File: config.mk
export PLATFORM = sky130hd
export DESIGN_NAME = fetch_sequencer
export DESIGN_NICKNAME = d
export VERILOG_FILES = /design/src/rtl/mips_fetch_pkg.sv /design/src/rtl/fetch_bounds_check.sv /design/src/rtl/fetch_sequencer.sv
export SDC_FILE = /design/constraint.sdc
export NUM_CORES = 1
export LEC_CHECK = 0
export CORE_MARGIN = 2
export CORE_UTILIZATION = 45
export DETAILED_ROUTE_END_ITERATION = 8
export GPL_TIMING_DRIVEN = 0
export PLACE_DENSITY = 0.8
export SLEW_MARGIN = 20
export SYNTH_ARGS = -nofsm -noshare
export SYNTH_HDL_FRONTEND = slang
export SYNTH_SLANG_ARGS = --single-unit
File: constraint.sdc
create_clock -name clk -period 2.7 [get_ports clk]
set_clock_uncertainty 0.2 [all_clocks]
set_input_delay 0.27 -clock clk [delete_from_list [all_inputs] [get_ports clk]]
set_output_delay 0.27 -clock clk [all_outputs]
set_load 0.005 [all_outputs]
File: src/rtl/mips_fetch_pkg.sv
// Shared definitions for the instruction-fetch front end of the pipelined MIPS core.
package mips_fetch_pkg;

    typedef enum logic [1:0] {
        IDLE   = 2'd0,
        FETCH  = 2'd1,
        HALTED = 2'd2
    } fetch_state_t;

    localparam logic [31:0] RESET_PC_DEFAULT = 32'h0040_0000;
    localparam int          INSTR_BYTES      = 4;

endpackage

File: src/rtl/fetch_bounds_check.sv
// Combinational fetch-address checker: flags a pc outside the text segment
// [BASE, BASE + INSTR_BYTES*MEMORY_DEPTH) and a misaligned redirect target.
module fetch_bounds_check
    import mips_fetch_pkg::*;
#(
    parameter int                    DATA_WIDTH   = 32,
    parameter int                    MEMORY_DEPTH = 32,
    parameter logic [DATA_WIDTH-1:0] BASE         = RESET_PC_DEFAULT
) (
    input  logic [DATA_WIDTH-1:0] pc,
    input  logic [DATA_WIDTH-1:0] redirect_pc,
    output logic                  pc_oob,
    output logic                  redirect_misaligned
);

    localparam logic [DATA_WIDTH-1:0] LIMIT = BASE + DATA_WIDTH'(INSTR_BYTES * MEMORY_DEPTH);

    // Range test on the address about to be fetched, alignment test on the target.
    always_comb begin
        pc_oob              = (pc < BASE) || (pc >= LIMIT);
        redirect_misaligned = |redirect_pc[1:0];
    end

endmodule

File: src/rtl/fetch_sequencer.sv
// Instruction-fetch controller: owns the PC, addresses the async-read program
// memory and registers the returned word into the IF/ID boundary.
// Optional feature: define FETCH_BOUNDS_CHECK_EN to fault (sticky) and halt on
// an out-of-range pc or a misaligned redirect target; otherwise fault is 0 and
// the pc simply wraps/aliases.
module fetch_sequencer
    import mips_fetch_pkg::*;
#(
    parameter int                    DATA_WIDTH   = 32,
    parameter int                    MEMORY_DEPTH = 32,
    parameter logic [DATA_WIDTH-1:0] RESET_PC     = RESET_PC_DEFAULT
) (
    input  logic                  clk,
    input  logic                  reset,
    input  logic                  start,
    input  logic                  stall,
    input  logic                  redirect_valid,
    input  logic [DATA_WIDTH-1:0] redirect_pc,
    input  logic                  halt_req,
    output logic [DATA_WIDTH-1:0] mem_addr,
    input  logic [DATA_WIDTH-1:0] mem_instruction,
    output logic [DATA_WIDTH-1:0] if_instruction,
    output logic [DATA_WIDTH-1:0] if_pc_plus4,
    output logic                  if_valid,
    output logic                  running,
    output logic                  fault,
    output logic [15:0]           fetch_count
);

    localparam logic [DATA_WIDTH-1:0] STEP = DATA_WIDTH'(INSTR_BYTES);

    fetch_state_t          state, state_n;
    logic [DATA_WIDTH-1:0] pc;
    logic                  load_start;   // (re)enter FETCH at RESET_PC
    logic                  load_rpc;     // take the redirect target
    logic                  deliver;      // write a valid word into IF/ID
    logic                  bubble;       // invalidate the IF/ID slot
    logic                  fault_evt;    // check failed on this edge
    logic                  pc_oob;
    logic                  rpc_misal;

`ifdef FETCH_BOUNDS_CHECK_EN
    logic fault_q;

    fetch_bounds_check #(
        .DATA_WIDTH  (DATA_WIDTH),
        .MEMORY_DEPTH(MEMORY_DEPTH),
        .BASE        (RESET_PC)
    ) u_bounds (
        .pc                 (pc),
        .redirect_pc        (redirect_pc),
        .pc_oob             (pc_oob),
        .redirect_misaligned(rpc_misal)
    );

    // Sticky fault: set when a check fails in FETCH, cleared by the next start.
    always_ff @(posedge clk) begin
        if (reset)
            fault_q <= 1'b0;
        else if (fault_evt)
            fault_q <= 1'b1;
        else if (load_start)
            fault_q <= 1'b0;
    end

    assign fault = fault_q;
`else
    assign pc_oob    = 1'b0;
    assign rpc_misal = 1'b0;
    assign fault     = 1'b0;
`endif

    assign mem_addr = pc;

    // State register.
    always_ff @(posedge clk) begin
        if (reset)
            state <= IDLE;
        else
            state <= state_n;
    end

    // Next state and datapath controls; priority: bad redirect, halt, redirect, stall.
    always_comb begin
        state_n    = state;
        load_start = 1'b0;
        load_rpc   = 1'b0;
        deliver    = 1'b0;
        bubble     = 1'b0;
        fault_evt  = 1'b0;
        case (state)
            IDLE, HALTED: begin
                if (start) begin
                    state_n    = FETCH;
                    load_start = 1'b1;
                end
            end
            FETCH: begin
                if (redirect_valid && rpc_misal) begin
                    fault_evt = 1'b1;
                    bubble    = 1'b1;
                    state_n   = HALTED;
                end else if (halt_req) begin
                    load_rpc = redirect_valid;
                    bubble   = 1'b1;
                    state_n  = HALTED;
                end else if (redirect_valid) begin
                    load_rpc = 1'b1;
                    bubble   = 1'b1;
                end else if (!stall) begin
                    if (pc_oob) begin
                        fault_evt = 1'b1;
                        bubble    = 1'b1;
                        state_n   = HALTED;
                    end else begin
                        deliver = 1'b1;
                    end
                end
            end
            default: state_n = IDLE;
        endcase
    end

    // PC, IF/ID register, delivery counter and the registered running flag.
    always_ff @(posedge clk) begin
        if (reset) begin
            pc             <= RESET_PC;
            if_instruction <= '0;
            if_pc_plus4    <= '0;
            if_valid       <= 1'b0;
            fetch_count    <= 16'd0;
            running        <= 1'b0;
        end else begin
            running <= (state_n == FETCH);
            if (load_start)
                pc <= RESET_PC;
            if (load_rpc)
                pc <= redirect_pc;
            if (bubble)
                if_valid <= 1'b0;
            if (deliver) begin
                if_instruction <= mem_instruction;
                if_pc_plus4    <= pc + STEP;
                if_valid       <= 1'b1;
                pc             <= pc + STEP;
                fetch_count    <= fetch_count + 16'd1;
            end
        end
    end

endmodule

==> results.cfg, run 1 <==
[run_status]
status = finished, final reports clean

[clocking]
insertion_delay_ps = 410
cts-root-buf = clkbuf_16
h-tree-depth = 4
cts_buffers = 17
cts.reportedPaths.clkPinSlew_ps = 50
tritoncts = built
cts.path.max_buffers = 2
numClockSinks = 116

[pwr]
power_switching_share_pct = 22.3
clkPwrFrac_pct = 50.8
pwr_density_cell_nw_per_um2 = 555
ir_worst_vdd_v = 0.000362
p_int_mw = 3.35
power.share.combinational_pct = 8.1
p_sw_mw = 0.963
seqPwrFrac_pct = 41.2
power_leakage_nw = 2.62

[setup_path]
start_kind = input pin
crit_type = input pin to flop
path_cells = clkdlybuf4s50_1, nor4b_2, nand2_1, clkbuf_1, clkbuf_1, a21oi_1, nor2_1
timing.rr.end = if_pc_plus4[2]
r2r_cells = 6
r2r_setup_slack_ps = 230
cpMaxStageDelayCell = nor4b_2
crit_path_end_kind = flop
cp_slowest_stage_delay_ps = 540
cp.required_ps = 2780
r2r-start = state[0]
critPathMaxFanout = 10
cp.arrival_ps = 2590
critPathMostFrequentCell = clkbuf_1

[cells_and_area]
drive_gt1_share_pct = 7.21
fin_nets = 906
fin_area_sq_um = 7780
final_cells = 989
syn_to_final_growth_pct = 50.1
antenna_cells = 0

[logic_synthesis]
synthAdderAreaFrac_pct = 0.483
synth.distinct_cells = 58
synthSimpleGateAreaFrac_pct = 24.4
yosys.area.top_type = dfxtp_1
synth_area_per_cell_sq_um = 8.19
synthMuxAreaShare_pct = 0.579
ys_top_cells_by_area = dfxtp_1 (45%), nand2_1 (8.6%), a21oi_1 (8.0%)
ys.flop_type = dfxtp_1
synth_async_sr_flop_share_pct = 0
syn-num-nets = 705
syn_area_sq_um = 5180
synth-edff-count = 0
synth_seq_cells = 116
yosysMostFrequentCell = nand2_1
synth_top_family_by_area = simple AND/OR/NAND/NOR gates
syn_inst = 633
synth.cells.most_frequent = nand2_1 (119), dfxtp_1 (116), a21oi_1 (83)
synth_xor_area_share_pct = 5.41
synth_top_cell_area_share_pct = 44.8
synth_compound_area_share_pct = 19.0
yosysSeqAreaShare_pct = 44.8
ys_warn_count = 0

[detailed_routing]
drc_errors = 0
drtAntennaViolNets = 0
wl_um = 18000
vias_per_cell = 5.64
wl_per_cell_um = 18.2
first_pass_iters = 6
vias = 5581
drtIter0Drc = 468

[sta]
max_freq_ghz = 0.398
finalHoldViolCount = 0
fin_crit_sh_pct = 93.1
rsz0062_at_grt = no
worstMarginPinSlew_ps = 695
min_period_ps = 2510
slew-limit-headroom_pct = 53.7
drv_slew = 0
finalSetupViolations = 0
fin_ws_ps = 188

[placement]
place_hpwl_um = 13000
placed_cell_area_sq_um = 7180
routabilityCongestion = 0.930
io_buffers = 182
place_ws_ps = -431
dp_cells = 958

[global_routing]
grt_max_degree = 17
grt_overflow = 0
grt_pass1_wl_um = 28100
grt_pass1_vias = 5360
grt_use_total_pct = 28.7
antenna_found_initial = 0

[floorplan]
core_area_sq_um = 11300
io_pins = 185
die_h_um = 111
dieArea_sq_um = 12400
initial_utilization_pct = 45.8
rows = 39
die_width_um = 111

[worst_hold_path]
hold_class = input pin to flop
min_from = mem_instruction[2]
min_to = if_instruction[2]
hold_depth = 3

[job]
maxCapViolations = 0
## placed cells by master (no fill, tap or decap), drive strengths merged, types with 7 or more instances in the layout
cell / instances
clkbuf: 51
xor2: 8
nand4: 15
a22oi: 10
a211oi: 9
inv: 7
a31oi: 10
a21oi: 83
nor2: 50
xnor2: 24
or3: 11
nand3: 22
nand2: 119
nor3: 9
buf: 16
clkdlybuf4s50: 182
o21ai: 27
and3: 7
dfxtp: 116
nor4: 10
## power groups by stage
stage	sequential [mW]	combinational [mW]	clock [mW]
after global placement	1.81	0.336	0
after global routing	1.78	0.372	2.30
final	1.78	0.348	2.19
after detailed placement	1.81	0.340	0
after floorplan	1.81	0.128	0
after CTS	1.78	0.344	2.21
## through the flow
stage                     total power, mW  hold slack [ps]  TNS [ps]  util [%]
after floorplan                      1.93              206         0         -
after global placement               2.15              242    -15230      63.5
after detailed placement             2.15              247    -18150      63.5
after CTS                            4.33              197         0      68.7
after global routing                 4.45              204         0      68.7
final                                4.32              207         0      68.7
## worst max-delay path by stage
| stage | start | endpoint | slack, ps | depth (start not counted) |
|---|---|---|---|---|
| final | halt_req | if_pc_plus4[2] | 190 | 7 |
| after global routing | halt_req | if_pc_plus4[2] | 70 | 7 |
| after CTS | mem_addr[2] | if_pc_plus4[24] | 50 | 7 |
| after detailed placement | halt_req | if_pc_plus4[2] | -430 | 7 |
| after global placement | halt_req | if_pc_plus4[2] | -400 | 7 |
| after floorplan | mem_addr[2] | mem_addr[24] | 580 | 7 |
## flip-flops by register name, indices dropped and copies added, names as in the netlist
| name | count |
|---|---|
| state | 2 |
| if_pc_plus4 | 32 |
| if_instruction | 32 |
| if_valid | 1 |
| mem_addr | 32 |
| running | 1 |
| fetch_count | 16 |
## area by class of cell
class                   instances  area (sq um)
flip-flops and latches        116          2320
repair buffers                183          1830
well taps                     143           179
fillers                       928          3540
plain buffers                  45           240
clock buffers                  23           478
inverters                       7          26.3
clock inverters                 8           101
multi-input cells             464          2600
## critical path, delay by kind of cell
family / cells / cell delay [ps]
AO/OA/AOI/OAI: 1 / 230
AND/OR/NAND/NOR: 3 / 850
buffers and inverters: 3 / 1230
## layer usage
metal	wire, um	vias up	track usage, %
li1	-	2638	-
met1	7220	2603	35.4
met2	8550	298	46.9
met3	1590	42	8.66
met4	605	0	11.9
met5	0	-	0
## cells by family after synthesis
group / Yosys count
xor gates and xnor gates: 32
muxes: 3
buffers and inverters: 53
adders and majority gates: 2
and+or+nand+nor: 262
DFF: 116
AOI/OAI and AO/OA: 164
other: 1
## timing repair
| item | 4_1_cts | 5_1_grt |
|---|---|---|
| resized for setup | 1 | 1 |
| setup endpoints to repair | 1 | 2 |
| hold endpoints to repair | 4 | 0 |
| buffers inserted | 0 | 0 |
| hold buffers | 1 | 0 |
No activity file was read; power rests on OpenSTA's default activity.
==> run 2, diff against run 1 <==
CAP_MARGIN = 10   (was not set)
==> results of run 2 <==
Final layout, timing and power as in run 1 (identical DEF).
